## src/rtl/cla_seq_adder_pkg.sv

```systemverilog
// Shared definitions for the time-shared carry-lookahead adder:
// FSM state encoding, default geometry and the slice-index width helper.
package cla_seq_pkg;

    localparam int SLICE_W_DEF    = 4;
    localparam int NUM_SLICES_DEF = 4;

    typedef enum logic [1:0] {
        IDLE = 2'd0,
        RUN  = 2'd1,
        DONE = 2'd2
    } state_t;

    // Index register width; a single-slice build still needs a 1-bit index.
    function automatic int idx_width(input int n);
        return (n > 1) ? $clog2(n) : 1;
    endfunction

    localparam int IDX_W_DEF = idx_width(NUM_SLICES_DEF);

endpackage

```

## src/rtl/cla_seq_adder_if.sv

```systemverilog
// Request/response bundle between the issue logic (master) and the adder (slave).
interface cla_seq_adder_if
    import cla_seq_pkg::*;
#(
    parameter int W = SLICE_W_DEF * NUM_SLICES_DEF
) ();

    logic         in_valid;
    logic         in_ready;
    logic [W-1:0] in_a;
    logic [W-1:0] in_b;
    logic         in_cin;
    logic         in_sub;
    logic         out_valid;
    logic         out_ready;
    logic [W-1:0] out_sum;
    logic         out_cout;
    logic         out_ovf;

    modport master (
        output in_valid, in_a, in_b, in_cin, in_sub, out_ready,
        input  in_ready, out_valid, out_sum, out_cout, out_ovf
    );

    modport slave (
        input  in_valid, in_a, in_b, in_cin, in_sub, out_ready,
        output in_ready, out_valid, out_sum, out_cout, out_ovf
    );

endinterface

```

## src/rtl/cla_seq_adder_slice.sv

```systemverilog
// Combinational SLICE_W-bit carry-lookahead slice built from per-bit
// propagate/generate/sum cells. Also exports the carry into the top bit so
// the caller can derive signed overflow on the most significant slice.
module cla_slice #(
    parameter int SLICE_W = 4
) (
    input  logic [SLICE_W-1:0] a,
    input  logic [SLICE_W-1:0] b,
    input  logic               cin,
    output logic [SLICE_W-1:0] sum,
    output logic               cout,
    output logic               c_top
);

    logic [SLICE_W-1:0] p;
    logic [SLICE_W-1:0] g;
    logic [SLICE_W:0]   c;

    // Basic cells: propagate, generate and sum per bit.
    for (genvar gi = 0; gi < SLICE_W; gi++) begin : g_cell
        assign p[gi]   = a[gi] ^ b[gi];
        assign g[gi]   = a[gi] & b[gi];
        assign sum[gi] = p[gi] ^ c[gi];
    end

    // Lookahead carries as flat sum-of-products of p/g and cin (no ripple).
    always_comb begin
        logic acc;
        logic term;
        c    = '0;
        acc  = 1'b0;
        term = 1'b0;
        for (int i = 0; i <= SLICE_W; i++) begin
            acc = cin;
            for (int j = 0; j < i; j++) begin
                acc = acc & p[j];
            end
            for (int j = 0; j < i; j++) begin
                term = g[j];
                for (int k = j + 1; k < i; k++) begin
                    term = term & p[k];
                end
                acc = acc | term;
            end
            c[i] = acc;
        end
    end

    assign cout  = c[SLICE_W];
    assign c_top = c[SLICE_W-1];

endmodule

```

## src/rtl/cla_seq_adder.sv

```systemverilog
// Multi-cycle W-bit adder/subtractor: one shared lookahead slice is applied
// LSB-first, one slice per clock, with the carry threaded through a register.
module cla_seq_adder
    import cla_seq_pkg::*;
#(
    parameter int SLICE_W    = SLICE_W_DEF,
    parameter int NUM_SLICES = NUM_SLICES_DEF
) (
    input  logic           clk,
    input  logic           rst_n,
    cla_seq_adder_if.slave bus,
    output logic           busy
);

    localparam int W     = SLICE_W * NUM_SLICES;
    localparam int IDX_W = idx_width(NUM_SLICES);

    state_t state_reg;
    state_t state_next;

    logic [W-1:0]       a_reg;
    logic [W-1:0]       b_reg;
    logic               carry_reg;
    logic               cout_reg;
    logic               ovf_reg;
    logic [IDX_W-1:0]   idx_reg;
    logic [SLICE_W-1:0] sum_sl_reg [NUM_SLICES];
    logic [W-1:0]       sum_packed;

    logic [SLICE_W-1:0] a_sl [NUM_SLICES];
    logic [SLICE_W-1:0] b_sl [NUM_SLICES];
    logic [SLICE_W-1:0] slice_sum;
    logic               slice_cout;
    logic               slice_c_top;

    logic in_ready_c;
    logic out_valid_c;
    logic busy_c;
    logic accept;
    logic run;
    logic last;

    assign accept = (state_reg == IDLE) && bus.in_valid;
    assign run    = (state_reg == RUN);
    assign last   = (idx_reg == IDX_W'(NUM_SLICES - 1));

    // Operand slicing and result packing; the index picks the active slice.
    for (genvar gi = 0; gi < NUM_SLICES; gi++) begin : g_lane
        assign a_sl[gi] = a_reg[gi*SLICE_W +: SLICE_W];
        assign b_sl[gi] = b_reg[gi*SLICE_W +: SLICE_W];
        assign sum_packed[gi*SLICE_W +: SLICE_W] = sum_sl_reg[gi];
    end

    cla_slice #(
        .SLICE_W (SLICE_W)
    ) u_slice (
        .a     (a_sl[idx_reg]),
        .b     (b_sl[idx_reg]),
        .cin   (carry_reg),
        .sum   (slice_sum),
        .cout  (slice_cout),
        .c_top (slice_c_top)
    );

    // State register.
    always_ff @(posedge clk or negedge rst_n) begin
        if (!rst_n) begin
            state_reg <= IDLE;
        end else begin
            state_reg <= state_next;
        end
    end

    // Next-state and handshake outputs.
    always_comb begin
        state_next  = state_reg;
        in_ready_c  = 1'b0;
        out_valid_c = 1'b0;
        busy_c      = 1'b1;
        case (state_reg)
            IDLE: begin
                in_ready_c = 1'b1;
                busy_c     = 1'b0;
                if (bus.in_valid) begin
                    state_next = RUN;
                end
            end
            RUN: begin
                if (last) begin
                    state_next = DONE;
                end
            end
            DONE: begin
                out_valid_c = 1'b1;
                if (bus.out_ready) begin
                    state_next = IDLE;
                end
            end
            default: begin
                state_next = IDLE;
            end
        endcase
    end

    // Operand latch, carry thread, slice index and final flag capture.
    // Subtraction is A + ~B + 1, so B is inverted and the carry preset here.
    always_ff @(posedge clk or negedge rst_n) begin
        if (!rst_n) begin
            a_reg     <= '0;
            b_reg     <= '0;
            carry_reg <= 1'b0;
            idx_reg   <= '0;
            cout_reg  <= 1'b0;
            ovf_reg   <= 1'b0;
        end else if (accept) begin
            a_reg     <= bus.in_a;
            b_reg     <= bus.in_sub ? ~bus.in_b : bus.in_b;
            carry_reg <= bus.in_sub ? 1'b1 : bus.in_cin;
            idx_reg   <= '0;
        end else if (run) begin
            carry_reg <= slice_cout;
            idx_reg   <= idx_reg + IDX_W'(1);
            if (last) begin
                cout_reg <= slice_cout;
                ovf_reg  <= slice_c_top ^ slice_cout;
            end
        end
    end

    // Per-slice sum storage: cleared on accept, written when its slice runs.
    for (genvar gi = 0; gi < NUM_SLICES; gi++) begin : g_sum
        always_ff @(posedge clk or negedge rst_n) begin
            if (!rst_n) begin
                sum_sl_reg[gi] <= '0;
            end else if (accept) begin
                sum_sl_reg[gi] <= '0;
            end else if (run && (idx_reg == IDX_W'(gi))) begin
                sum_sl_reg[gi] <= slice_sum;
            end
        end
    end

    assign bus.in_ready  = in_ready_c;
    assign bus.out_valid = out_valid_c;
    assign bus.out_sum   = sum_packed;
    assign bus.out_cout  = cout_reg;
    assign bus.out_ovf   = ovf_reg;
    assign busy          = busy_c;

endmodule

```

## src/flat_wrapper.sv

```systemverilog
// flat-port wrapper written by rule: the top's interface ports become plain ports
module cla_seq_adder_flat import cla_seq_pkg::*;
#(
    parameter int SLICE_W    = SLICE_W_DEF,
    parameter int NUM_SLICES = NUM_SLICES_DEF
)
  (clk, rst_n, busy, bus_in_valid, bus_in_a, bus_in_b, bus_in_cin, bus_in_sub, bus_out_ready, bus_in_ready, bus_out_valid, bus_out_sum, bus_out_cout, bus_out_ovf);
  cla_seq_adder_if #(.W(((4) * (4)))) bus_i ();
  input  logic clk;
  input  logic rst_n;
  output logic busy;
  input wire logic [$bits(bus_i.in_valid)-1:0] bus_in_valid;
  input wire logic [$bits(bus_i.in_a)-1:0] bus_in_a;
  input wire logic [$bits(bus_i.in_b)-1:0] bus_in_b;
  input wire logic [$bits(bus_i.in_cin)-1:0] bus_in_cin;
  input wire logic [$bits(bus_i.in_sub)-1:0] bus_in_sub;
  input wire logic [$bits(bus_i.out_ready)-1:0] bus_out_ready;
  output wire logic [$bits(bus_i.in_ready)-1:0] bus_in_ready;
  output wire logic [$bits(bus_i.out_valid)-1:0] bus_out_valid;
  output wire logic [$bits(bus_i.out_sum)-1:0] bus_out_sum;
  output wire logic [$bits(bus_i.out_cout)-1:0] bus_out_cout;
  output wire logic [$bits(bus_i.out_ovf)-1:0] bus_out_ovf;
  assign bus_i.in_valid = bus_in_valid;
  assign bus_i.in_a = bus_in_a;
  assign bus_i.in_b = bus_in_b;
  assign bus_i.in_cin = bus_in_cin;
  assign bus_i.in_sub = bus_in_sub;
  assign bus_i.out_ready = bus_out_ready;
  assign bus_in_ready = bus_i.in_ready;
  assign bus_out_valid = bus_i.out_valid;
  assign bus_out_sum = bus_i.out_sum;
  assign bus_out_cout = bus_i.out_cout;
  assign bus_out_ovf = bus_i.out_ovf;
  cla_seq_adder #(.SLICE_W(SLICE_W), .NUM_SLICES(NUM_SLICES)) u_core (.clk(clk), .rst_n(rst_n), .bus(bus_i), .busy(busy));
endmodule
```

## config.mk

```make
export PLATFORM = sky130hd
export DESIGN_NAME = cla_seq_adder_flat
export DESIGN_NICKNAME = d
export VERILOG_FILES = /design/src/rtl/cla_seq_adder_pkg.sv /design/src/rtl/cla_seq_adder_if.sv /design/src/rtl/cla_seq_adder_slice.sv /design/src/rtl/cla_seq_adder.sv /design/src/flat_wrapper.sv
export SDC_FILE = /design/constraint.sdc
export NUM_CORES = 1
export LEC_CHECK = 0
export CORE_MARGIN = 4
export CORE_UTILIZATION = 45
export CTS_CLUSTER_SIZE = 12
export DETAILED_ROUTE_END_ITERATION = 7
export PLACE_DENSITY = 0.79
export SETUP_SLACK_MARGIN = 0.5
export SYNTH_ARGS = -nofsm -noshare
export SYNTH_HDL_FRONTEND = slang
export SYNTH_SLANG_ARGS = --single-unit
export TNS_END_PERCENT = 10
```

## constraint.sdc

```tcl
create_clock -name clk -period 3.2 [get_ports clk]
set_clock_uncertainty 0.05 [all_clocks]
set_input_delay 0.64 -clock clk [delete_from_list [all_inputs] [get_ports clk]]
set_output_delay 0.64 -clock clk [all_outputs]
set_load 0.02 [all_outputs]
```

[Yosys cells after proc, flatten, opt, wreduce, memory -nomap -nowiden]
Cells that the tools add are included.
Word-level totals
  output and inout bits: 21
  register bits: 55
Operators by class
  muxes and demuxes: 27
  bitwise logic cells: 36
  add/sub/neg operators: 1
  reduce and logical (&&, ||, !) cells: 14
  magnitude comparators: 1
  eq/ne operators: 8
Operators by type and width (count)
  $mux 4: 12
  $bmux 4 s2: 2
  $mux 16: 1
  $not 16->16: 1
  $and 1x1->1: 14
  $mux 2: 5
  $or 1x1->1: 10
  $reduce_bool 2->1: 5
  $xor 1x1->1: 9
  $eq 2x2->1 const B: 3
  $mux 1: 6
  $ne 2x2->1 const B: 3
  $pmux 2 s3: 1
  $reduce_and 3->1: 2
  $logic_and 1x1->1: 5
  $eq 2x1->1 const B: 2
  $logic_not 2->1: 2
  $ge 3x3->1 const B: 1
  $not 2->3: 1
  $add 2x1->2 const B: 1
  $not 1->1: 1

[Depth between registers and ports, before layout]
Gate-level depths: netlist of the first run.
  depth in word-level cells: 15
  depth in mapped cells: 7
  gate-level depth less buffers: 6

[Modules after synthesis]
Synthesis of the first run repeated with hierarchy kept, for this count alone.
Unflattened totals
  cells, all modules: 221
  area total of the unflattened synthesis: 2800.2 µm²
By module, submodules not included
  cla_seq_adder: cells each 202, area an instance 2638.8 µm², instances 1, seq. area each 1376.3 µm²
  cla_slice: cells each 19, area an instance 161.4 µm², instances 1, seq. area each 0.0 µm²

[Worst setup path after synthesis of the first run]
No wires, ideal clock.
  path kind: reg-to-reg
  start: register u_core.idx_reg[0]
  end: register u_core.sum_sl_reg, in the netlist u_core.bus.out_sum[14]
  stages on the path, launching flop included: 8
  data required time: 3086 ps
  data arrival time: 2379 ps
  period minus slack after synthesis: 2493 ps
  library setup time: 64 ps
  path slack: 707 ps
  path through: dfrtp_1 buf_4 mux4_2 ha_1 ha_1 o211a_1 a211o_1 a2bb2o_2
On the way
  cells in the longest elaborated chain, start to end: 12
  elaborated cells between the ends (all ways): 23
Ends and longest elaborated chain
  start: declaration: RTL line cla_seq_adder.sv:26  | logic [IDX_W-1:0] idx_reg;
  start signal: assignment: RTL line cla_seq_adder.sv:122  | idx_reg <= idx_reg + IDX_W'(1);
  $not 2->3 (not written as such): RTL line cla_seq_adder.sv:57, cla_seq_adder.sv:58
  $bmux 4 s2, on equally long branches: RTL line cla_seq_adder.sv:57, cla_seq_adder.sv:58
  $mux 4, on equally long branches (2 in a row): RTL line cla_seq_adder.sv:57, cla_seq_adder.sv:58
  $xor 1x1->1: RTL line cla_seq_adder_slice.sv:21  | assign p[gi] = a[gi] ^ b[gi];
  $and 1x1->1 (2 in a row): RTL line cla_seq_adder_slice.sv:36  | acc = acc & p[j];
  $or 1x1->1 (2 in a row): RTL line cla_seq_adder_slice.sv:43  | acc = acc | term;
  $xor 1x1->1: RTL line cla_seq_adder_slice.sv:23  | assign sum[gi] = p[gi] ^ c[gi];
  $mux 4: RTL line cla_seq_adder.sv:137  | end else if (run && (idx_reg == IDX_W'(gi))) begin
  $mux 4: RTL line cla_seq_adder.sv:135  | end else if (accept) begin
  end signal: indexed assignment: RTL line cla_seq_adder.sv:138  | sum_sl_reg[gi] <= slice_sum;
  end: declaration: RTL line cla_seq_adder.sv:27  | logic [SLICE_W-1:0] sum_sl_reg [NUM_SLICES];
Parallel ways exist; a longest one is shown, timed or not. The select of a mux whose other input is x is not followed.
A chain may end at the register's enable or synchronous reset.

[Worst setup path in the final report of the first run]
  start: register u_core.idx_reg[1]
  end: register u_core.sum_sl_reg, in the netlist u_core.bus.out_sum[10]
The elaborated chain is that of the path after synthesis.

==> impl_metrics.ini, run 1 <==
[run_status]
status = finished clean

[hold_path]
min_path_type = input port to asynchronous set/reset pin

[critical_path]
reg2regPathDepth = 6
worstSetupPathType = register to register
r2r_slack_ns = 0.60
r2r_start = u_core.idx_reg[1]$_DFFE_PN0P_
cp-startpoint = u_core.idx_reg[1]$_DFFE_PN0P_
cp_slowest_stage_delay_ns = 0.66
end_kind = register
timing.critical_path.cells = mux4_2, ha_1, ha_1, o211a_1, a211o_1, o31ai_1
worstPathArrival_ns = 2.76
cpMostUsedCell = ha_1
crit_fanout = 12
cp-start-kind = register
crit_path_end = u_core.bus.out_sum[10]$_DFFE_PN0P_
reg2reg_to = u_core.bus.out_sum[10]$_DFFE_PN0P_
crit_path_top_delay_cell = dfrtp_1
critPathRequiredTime_ns = 3.36

[detailed_routing]
first_pass_iters = 4
routed_wl_mm = 6.090
drcViolationCount = 0
viasPerCell = 5.427
drtIter0Drc = 107
vias = 2019
routedWlPerCell_um = 16.37
postRouteAntennaNets = 0

[floorplan]
dieArea_um2 = 7692
start_util_pct = 47.45
die_x_um = 87.71
boundaryPins = 59
num_rows = 28
coreArea_um2 = 6026
fp.dieH_um = 87.71

[placed_design]
port_buffers = 58
gp_congestion = 0.8692
dp_slack_ns = 0.5568
hpwlAfterDp_mm = 4.627

[timing]
fmax_ghz = 0.3840
final_hold_viol_count = 0
maxSlewViolCount = 0
slew_headroom_pct = 63.34
fin_tns_setup_ns = 0
worst_pin_slew_ns = 0.5480
setup_violations = 0
finalCritPeriodShare_pct = 81.39
period_minus_slack_ns = 2.604
layout_setup_ws_ns = 0.5956
rsz0062_at_grt = yes

[global_route]
met1_usage_pct = 21.55
met2_usage_pct = 30.75
gr-usage-all-layers_pct = 17.23
grt_overflow = 0
grt_pass1_wl_mm = 10.18
antenna_found_initial = 0
first_global_vias = 2055
grt_use_met3_pct = 3.481
grt_max_degree = 37
busiest_layer = met2

[clocking]
cts_tree = built
cts-hold-fix-buffers = 0
numClockSinks = 55
cts_root_buf = clkbuf_8
cts_buffer_depth = 2
postCtsSetupBuffers = 0
numCtsBuffers = 5
clk_pin_slew_ns = 0.09
insertion_delay_ns = 0.30
htree_levels = 2

[cells_and_area]
mostFrequentLayoutCells = 57 x clkdlybuf4s50_1, 53 x dfrtp_1, 23 x nor2_1, 20 x a21oi_1, 19 x mux2_2
final_common_cell = clkdlybuf4s50_1
diodes = 0
drive_gt1_share_pct = 17.51
num-nets-final = 344
area_delta_synth_final_pct = 26.13

[yosys]
syn_area_per_cell_um2 = 11.91
yosysTopAreaCell = dfrtp_1
synth_edf_count = 0
synth_top_area_share_pct = 48.14
ys_seq_elements = 55
synth_ff_type = dfrtp_1
synth_nets = 288
yosysWarningCount = 0
synth_area_leaders = dfrtp_1 48%, mux2_2 7.5%, mux4_2 6.3%, xnor2_1 4.9%, ha_1 3.9%
ys_seq_area_share_pct = 48.14
synthArstFlopShare_pct = 100.0
syn_area_um2 = 2859
syn_inst = 240
ys_types = 42

[pwr]
ir_drop_uv = 553.5
p_leak_nw = 1.517
p_per_area_nw_per_um2 = 1167

[run]
cap_violations = 0
worst max-delay path: cells and delay by family, from the launching register on:
| family | cells | cell delay (ns) |
|---|---|---|
| AO/OA/AOI/OAI | 3 | 0.84 |
| adder cells (fa/ha/maj) | 2 | 0.54 |
| flip-flops | 1 | 0.66 |
| multiplexers | 1 | 0.41 |
cells by family after synthesis:
family,share of synthesized area (%)
xor+xnor,5.208
compound gates,14.35
flops,48.14
mux,14.84
fa+ha+maj,4.639
simple gates,7.702
buf+inv,5.120
through the flow:
step / instances / cell area (um2) / power (mW) / util (%) / hold WS [ns]
2_1_floorplan: 240 / 2859 / 2.990 / - / 0.2944
3_3_place_gp: 364 / 3471 / 3.578 / 57.60 / 0.4201
3_5_place_dp: 364 / 3471 / 3.680 / 57.60 / 0.4232
4_1_cts: 372 / 3603 / 4.220 / 59.80 / 0.2234
5_1_grt: 372 / 3606 / 4.543 / 59.84 / 0.2423
6_report: 372 / 3606 / 4.207 / 59.84 / 0.2202
Yosys cell counts, types with 2 or more instances:
cell	number
a21o_1	2
a21oi_1	20
a22o_1	4
buf_2	3
buf_4	5
buf_6	4
clkbuf_1	3
dfrtp_1	55
ha_1	9
inv_1	10
mux2_2	19
mux2i_1	3
mux4_2	8
nand2_1	2
nand2b_1	2
nor2_1	23
nor2b_1	4
nor3_1	2
nor3b_2	2
o211ai_1	2
o21ai_0	15
o31ai_1	3
o41ai_1	3
o41ai_2	3
or2_2	2
xnor2_1	16
routing by layer:
layer	vias to the layer above	wire (um)
met5	-	0
met3	5	319
li1	968	-
met4	0	52
met1	990	2545
met2	56	3172
timing repair:
item | in CTS | in global routing
gates resized for setup | 0 | 2
endpoints found under the setup margin | 0 | 12
hold endpoints to repair | 0 | 0
where the power goes:
part | switching, mW | internal [mW] | leakage (nW)
registers | 0.256 | 1.04 | 0.651
clock network | 0.218 | 0.313 | 0.0654
logic | 1.25 | 1.13 | 0.800
how the worst min path moves through the flow:
stage	to	cells past startpoint	slack (ns)
3_3_place_gp	u_core.bus.out_sum[13]$_DFFE_PN0P_	1	0.42
6_report	u_core.bus.out_sum[2]$_DFFE_PN0P_	1	0.22
3_5_place_dp	u_core.bus.out_sum[13]$_DFFE_PN0P_	1	0.42
2_1_floorplan	u_core.a_reg[0]$_DFFE_PN0P_	0	0.29
4_1_cts	u_core.bus.out_sum[1]$_DFFE_PN0P_	1	0.22
5_1_grt	u_core.bus.out_sum[2]$_DFFE_PN0P_	1	0.24
layout make-up:
type	instances	area, um2
Multi-Input combinational cell	160	1343
Inverter	10	37.54
Fill cell	493	2420
Timing Repair Buffer	64	620.6
Clock buffer	6	72.57
Tap cell	75	93.84
Clock inverter	2	60.06
Sequential cell	55	1379
Power figures use the tool's default switching activity.
==> inputs of run 2 (changes only) <==
- clock period: 3.2 -> 2.4 ns (I/O delays scaled with it)
==> run 2 against run 1 <==
Compared with the run above:
- sequential power grew 31%
- cell area up 4.5%
- via count up 3.4%
- worst setup slack lost 0.51 ns
- critical endpoint is now u_core.bus.out_sum[2]$_DFFE_PN0P_
==> impl_metrics.ini, run 2 (synthesis gave the netlist of run 1 again) <==
[cells_and_area]
mostFrequentLayoutCells = 57 x clkdlybuf4s50_1, 54 x dfrtp_1, 22 x nor2_1, 20 x a21oi_1, 19 x mux2_2
fillCellCount = 498
drive_gt1_share_pct = 23.68
final_common_cell = clkdlybuf4s50_1
multi_input_area_um2 = 1460
regArea_um2 = 1378
area_delta_synth_final_pct = 31.82
diodes = 0
num-nets-final = 351
finalNonFillerCells = 379

[global_route]
first_global_vias = 2211
grt_overflow = 0
grt_max_degree = 33
gr-usage-all-layers_pct = 17.92
grt_pass1_wl_mm = 10.63
antenna_found_initial = 0

[clocking]
cts_tree = built
htree_levels = 2
clk_pin_slew_ns = 0.11
numClockSinks = 55
cts-hold-fix-buffers = 0
numCtsBuffers = 5
insertion_delay_ns = 0.32
cts_root_buf = clkbuf_8
cts_buffer_depth = 2

[critical_path]
cp-start-kind = register
critPathRequiredTime_ns = 2.59
end_kind = register
cpMostUsedCell = ha_4
worstSetupPathType = register to register
r2r_start = u_core.idx_reg[0]$_DFFE_PN0P_
crit_fanout = 6
cp-startpoint = u_core.idx_reg[0]$_DFFE_PN0P_
timing.critical_path.buf_inv = 0
crit_family = compound AO/OA/AOI/OAI gates
crit_path_top_delay_cell = mux4_2
worstPathArrival_ns = 2.51
cp_slowest_stage_delay_ns = 0.56
timing.critical_path.cells = mux4_2, ha_4, ha_4, o211a_4, a211o_4, o31ai_2

[placed_design]
port_buffers = 58
hpwlAfterDp_mm = 4.883
dp_slack_ns = -0.04102
gp_congestion = 0.9271
dp_cells = 369

[detailed_routing]
drcViolationCount = 0
vias = 2088
first_pass_iters = 4
routed_wl_mm = 6.551
routedWlPerCell_um = 17.28
drtIter0Drc = 102
viasPerCell = 5.509
postRouteAntennaNets = 0

[floorplan]
coreArea_um2 = 6026
num_rows = 28
boundaryPins = 59
dieArea_um2 = 7692
start_util_pct = 47.45
fp.dieH_um = 87.71
die_x_um = 87.71

[run]
cap_violations = 0

[hold_path]
min_path_type = input port to asynchronous set/reset pin

[pwr]
p_leak_nw = 1.548
p_per_area_nw_per_um2 = 1668
ir_drop_uv = 801.8

[timing]
fmax_ghz = 0.4312
slew_headroom_pct = 59.53
maxSlewViolCount = 0
layout_setup_ws_ns = 0.08093
period_minus_slack_ns = 2.319
final_hold_viol_count = 0
worst_pin_slew_ns = 0.6071
fin_tns_setup_ns = 0
rsz0062_at_grt = yes
finalCritPeriodShare_pct = 96.63
setup_violations = 0

[run_status]
status = finished clean
run 2: changes by cell type in the layout (fill, tap and decap cells not counted), sizes merged:
cell	delta
bufinv	-2
buf	+7
clkinvlp	+2
clkinv	+1
clkbuf	-1
run 2: timing repair:
| action | 4_1_cts | 5_1_grt |
|---|---|---|
| gates resized for setup | 8 | 6 |
| endpoints found under the setup margin | 23 | 24 |
| pin swaps | 1 | 1 |
| setup buffers | 1 | 1 |
run 2: area by class of cell:
| class | instances | share of cell area (%) |
|---|---|---|
| Multi-Input combinational cell | 160 | 38.75 |
| Sequential cell | 55 | 36.55 |
| Timing Repair Buffer | 71 | 18.86 |
| Tap cell | 75 | 2.490 |
| Clock buffer | 5 | 1.826 |
| Inverter | 10 | 0.9960 |
| Clock inverter | 3 | 0.5312 |
run 2: power breakdown:
part           leakage (nW)  internal [mW]  switching [mW]
registers             0.653           1.38           0.306
clock network        0.0402          0.204           0.322
logic                 0.855           2.03            2.04
total                  1.55           3.62            2.67
run 2: per-stage QoR:
stage,util (%),power (mW),hold WS [ns],instance area (um2)
floorplan,-,4.175,0.1344,2904
global placement,59.53,5.112,0.4275,3587
detailed placement,59.53,5.255,0.4282,3587
CTS,61.96,6.081,0.1184,3734
global route,62.54,6.702,0.1440,3769
finish,62.54,6.287,0.09995,3769
run 2: worst paths after layout:
| kind | to | slack (ns) | depth (start not counted) |
|---|---|---|---|
| max reg2reg | u_core.bus.out_sum[2]$_DFFE_PN0P_ | 0.08 | 6 |
| max in group asynchronous | u_core.bus.out_cout$_DFFE_PN0P_ | 1.63 | 2 |
| min reg2reg | u_core.bus.out_sum[13]$_DFFE_PN0P_ | 0.46 | 1 |
| min | u_core.a_reg[4]$_DFFE_PN0P_ | 0.1 | 1 |
| max | u_core.bus.out_sum[2]$_DFFE_PN0P_ | 0.08 | 6 |
| min in group clk | u_core.bus.out_sum[13]$_DFFE_PN0P_ | 0.46 | 1 |
run 2: routing by layer:
layer | wire length [um] | up-vias | track usage [%] | share of wire [%]
met2 | 3429 | 65 | 32.47 | 52
met3 | 337 | 12 | 3.387 | 5.1
li1 | - | 984 | - | -
met4 | 157 | 0 | 6.834 | 2.4
met1 | 2628 | 1027 | 20.92 | 40
met5 | 0 | - | 0 | 0
==> inputs of run 3 (changes only) <==
- CORE_MARGIN: 4 -> 8
==> run 3 against run 2 <==
Compared with the run above:
- hold slack improved by 0.016 ns
- clock-buffer cell count unchanged
- cell count increased by 0.79%
- clock power increased by 19%
- flip-flop and latch count unchanged
- die area increased by 19%
- combinational power increased by 4%
- via count decreased by 2.5%
==> impl_metrics.ini, run 3 (synthesis gave the netlist of run 1 again) <==
[timing]
final_hold_viol_count = 0
setup_violations = 0
slew_headroom_pct = 59.08
worst_pin_slew_ns = 0.6138
maxSlewViolCount = 0
rsz0062_at_grt = yes
finalCritPeriodShare_pct = 98.78
period_minus_slack_ns = 2.371
layout_setup_ws_ns = 0.02918
holdWs_ns = 0.1163
fmax_ghz = 0.4218

[clocking]
numCtsBuffers = 5
numClockSinks = 55
cts_buffer_depth = 2
cts_tree = built
cts_root_buf = clkbuf_8
insertion_delay_ns = 0.31
cts-hold-fix-buffers = 0
clk_pin_slew_ns = 0.10
htree_levels = 2

[critical_path]
r2r_start = u_core.idx_reg[0]$_DFFE_PN0P_
worstSetupPathType = register to register
crit_family = compound AO/OA/AOI/OAI gates
timing.critical_path.cells = mux4_2, ha_4, ha_4, o211a_4, a211o_4, a2bb2o_4
critPathRequiredTime_ns = 2.61
cp_slowest_stage_delay_ns = 0.57
crit_path_top_delay_cell = mux4_2
end_kind = register
worstPathArrival_ns = 2.58
crit_fanout = 4
crit_cells = 6
cpMostUsedCell = ha_4
reg2regPathDepth = 6
timing.critical_path.buf_inv = 0
cp-start-kind = register
cp-startpoint = u_core.idx_reg[0]$_DFFE_PN0P_

[detailed_routing]
drcViolationCount = 0
vias = 2036
viasPerCell = 5.330
routedWlPerCell_um = 17.21
postRouteAntennaNets = 0
drtIter0Drc = 83
first_pass_iters = 5
routed_wl_mm = 6.574

[global_route]
met2_usage_pct = 26.80
antenna_found_initial = 0
first_global_vias = 2182
grt_max_degree = 33
busiest_layer = met2
grt_use_met3_pct = 3.354
gr-usage-all-layers_pct = 15.04
grt_overflow = 0
met1_usage_pct = 18.27
grt_pass1_wl_mm = 10.78

[floorplan]
num_rows = 29
start_util_pct = 45.81
die_x_um = 95.71
coreArea_um2 = 6241
fp.dieH_um = 95.71
boundaryPins = 59
dieArea_um2 = 9159

[placed_design]
port_buffers = 58
dp_slack_ns = -0.1046
gp_congestion = 0.8375
dp_cells = 371
hpwlAfterDp_mm = 5.188

[cells_and_area]
num-nets-final = 352
fillCellCount = 506
finalNonFillerCells = 382
diodes = 0
drive_gt1_share_pct = 24.92
area_delta_synth_final_pct = 34.84
utilization_pct = 61.77
mostFrequentLayoutCells = 54 x clkdlybuf4s50_1, 54 x dfrtp_1, 22 x nor2_1, 19 x a21oi_1, 17 x mux2_2

[hold_path]
min_path_type = input port to asynchronous set/reset pin

[pwr]
ir_drop_uv = 1028
power_mw = 6.548
p_per_area_nw_per_um2 = 1699
p_leak_nw = 1.619

[run_status]
status = finished clean

[run]
cap_violations = 0
[run 3: changes by cell type in the layout (fill, tap and decap cells not counted), sizes merged]
cell | before | now
buf | 14 | 15
bufinv | 0 | 1
clkdlybuf4s50 | 57 | 54
clkinvlp | 2 | 0
dlymetal6s2s | 0 | 3
inv | 10 | 11
[run 3: metrics by stage]
stage	setup TNS (ns)	cell area, um2
after floorplan	-0.02570	2904
after global placement	-0.003518	3602
after detailed placement	-0.4854	3602
after CTS	0	3759
after global routing	-0.1076	3855
final	0	3855
[run 3: layout make-up]
class | instances | area (um2) | share of cell area (%)
clock buffer | 5 | 68.82 | 1.785
clock inverter | 3 | 47.55 | 1.233
inverter | 10 | 37.54 | 0.9737
multi-input combinational | 160 | 1489 | 38.62
sequential | 55 | 1378 | 35.74
tap | 77 | 96.34 | 2.499
timing repair buffer | 72 | 738.2 | 19.15
[run 3: worst paths after layout]
kind,endpoint,slack (ns)
hold / removal,u_core.a_reg[7]$_DFFE_PN0P_,0.12
setup / recovery,u_core.bus.out_sum[14]$_DFFE_PN0P_,0.03
max in group asynchronous,u_core.carry_reg$_DFFE_PN0P_,1.61
hold reg to reg,u_core.bus.out_sum[13]$_DFFE_PN0P_,0.44
min in group clk,u_core.bus.out_sum[13]$_DFFE_PN0P_,0.44
setup reg to reg,u_core.bus.out_sum[14]$_DFFE_PN0P_,0.03
[run 3: worst reg2reg max path, cell delays in order, from the launching register on]
cell and delay (ns):
dfrtp_2 0.42, mux4_2 0.57, ha_4 0.27, ha_4 0.16, o211a_4 0.26, a211o_4 0.36, a2bb2o_4 0.23
[run 3: routing by layer]
layer  vias to the layer above  share of wire, %
met5                         -                 0
met4                         0              0.96
met3                         8               5.1
met2                        52                51
met1                       990                43
li1                        986                 -
[run 3: report_power, final]
part | switching [mW] | internal, mW | total (mW) | leakage, nW
sequential | 0.292 | 1.38 | 1.67 | 0.653
combinational | 2.12 | 2.13 | 4.25 | 0.907
clock | 0.308 | 0.317 | 0.624 | 0.0587
total | 2.72 | 3.83 | 6.55 | 1.62
[run 3: timing repair]
action,4_1_cts,5_1_grt
pin swaps,3,10
setup endpoints to repair,22,22
setup buffers,1,2
gates cloned,0,0
resized for setup,6,18
endpoints found under the hold margin,0,0
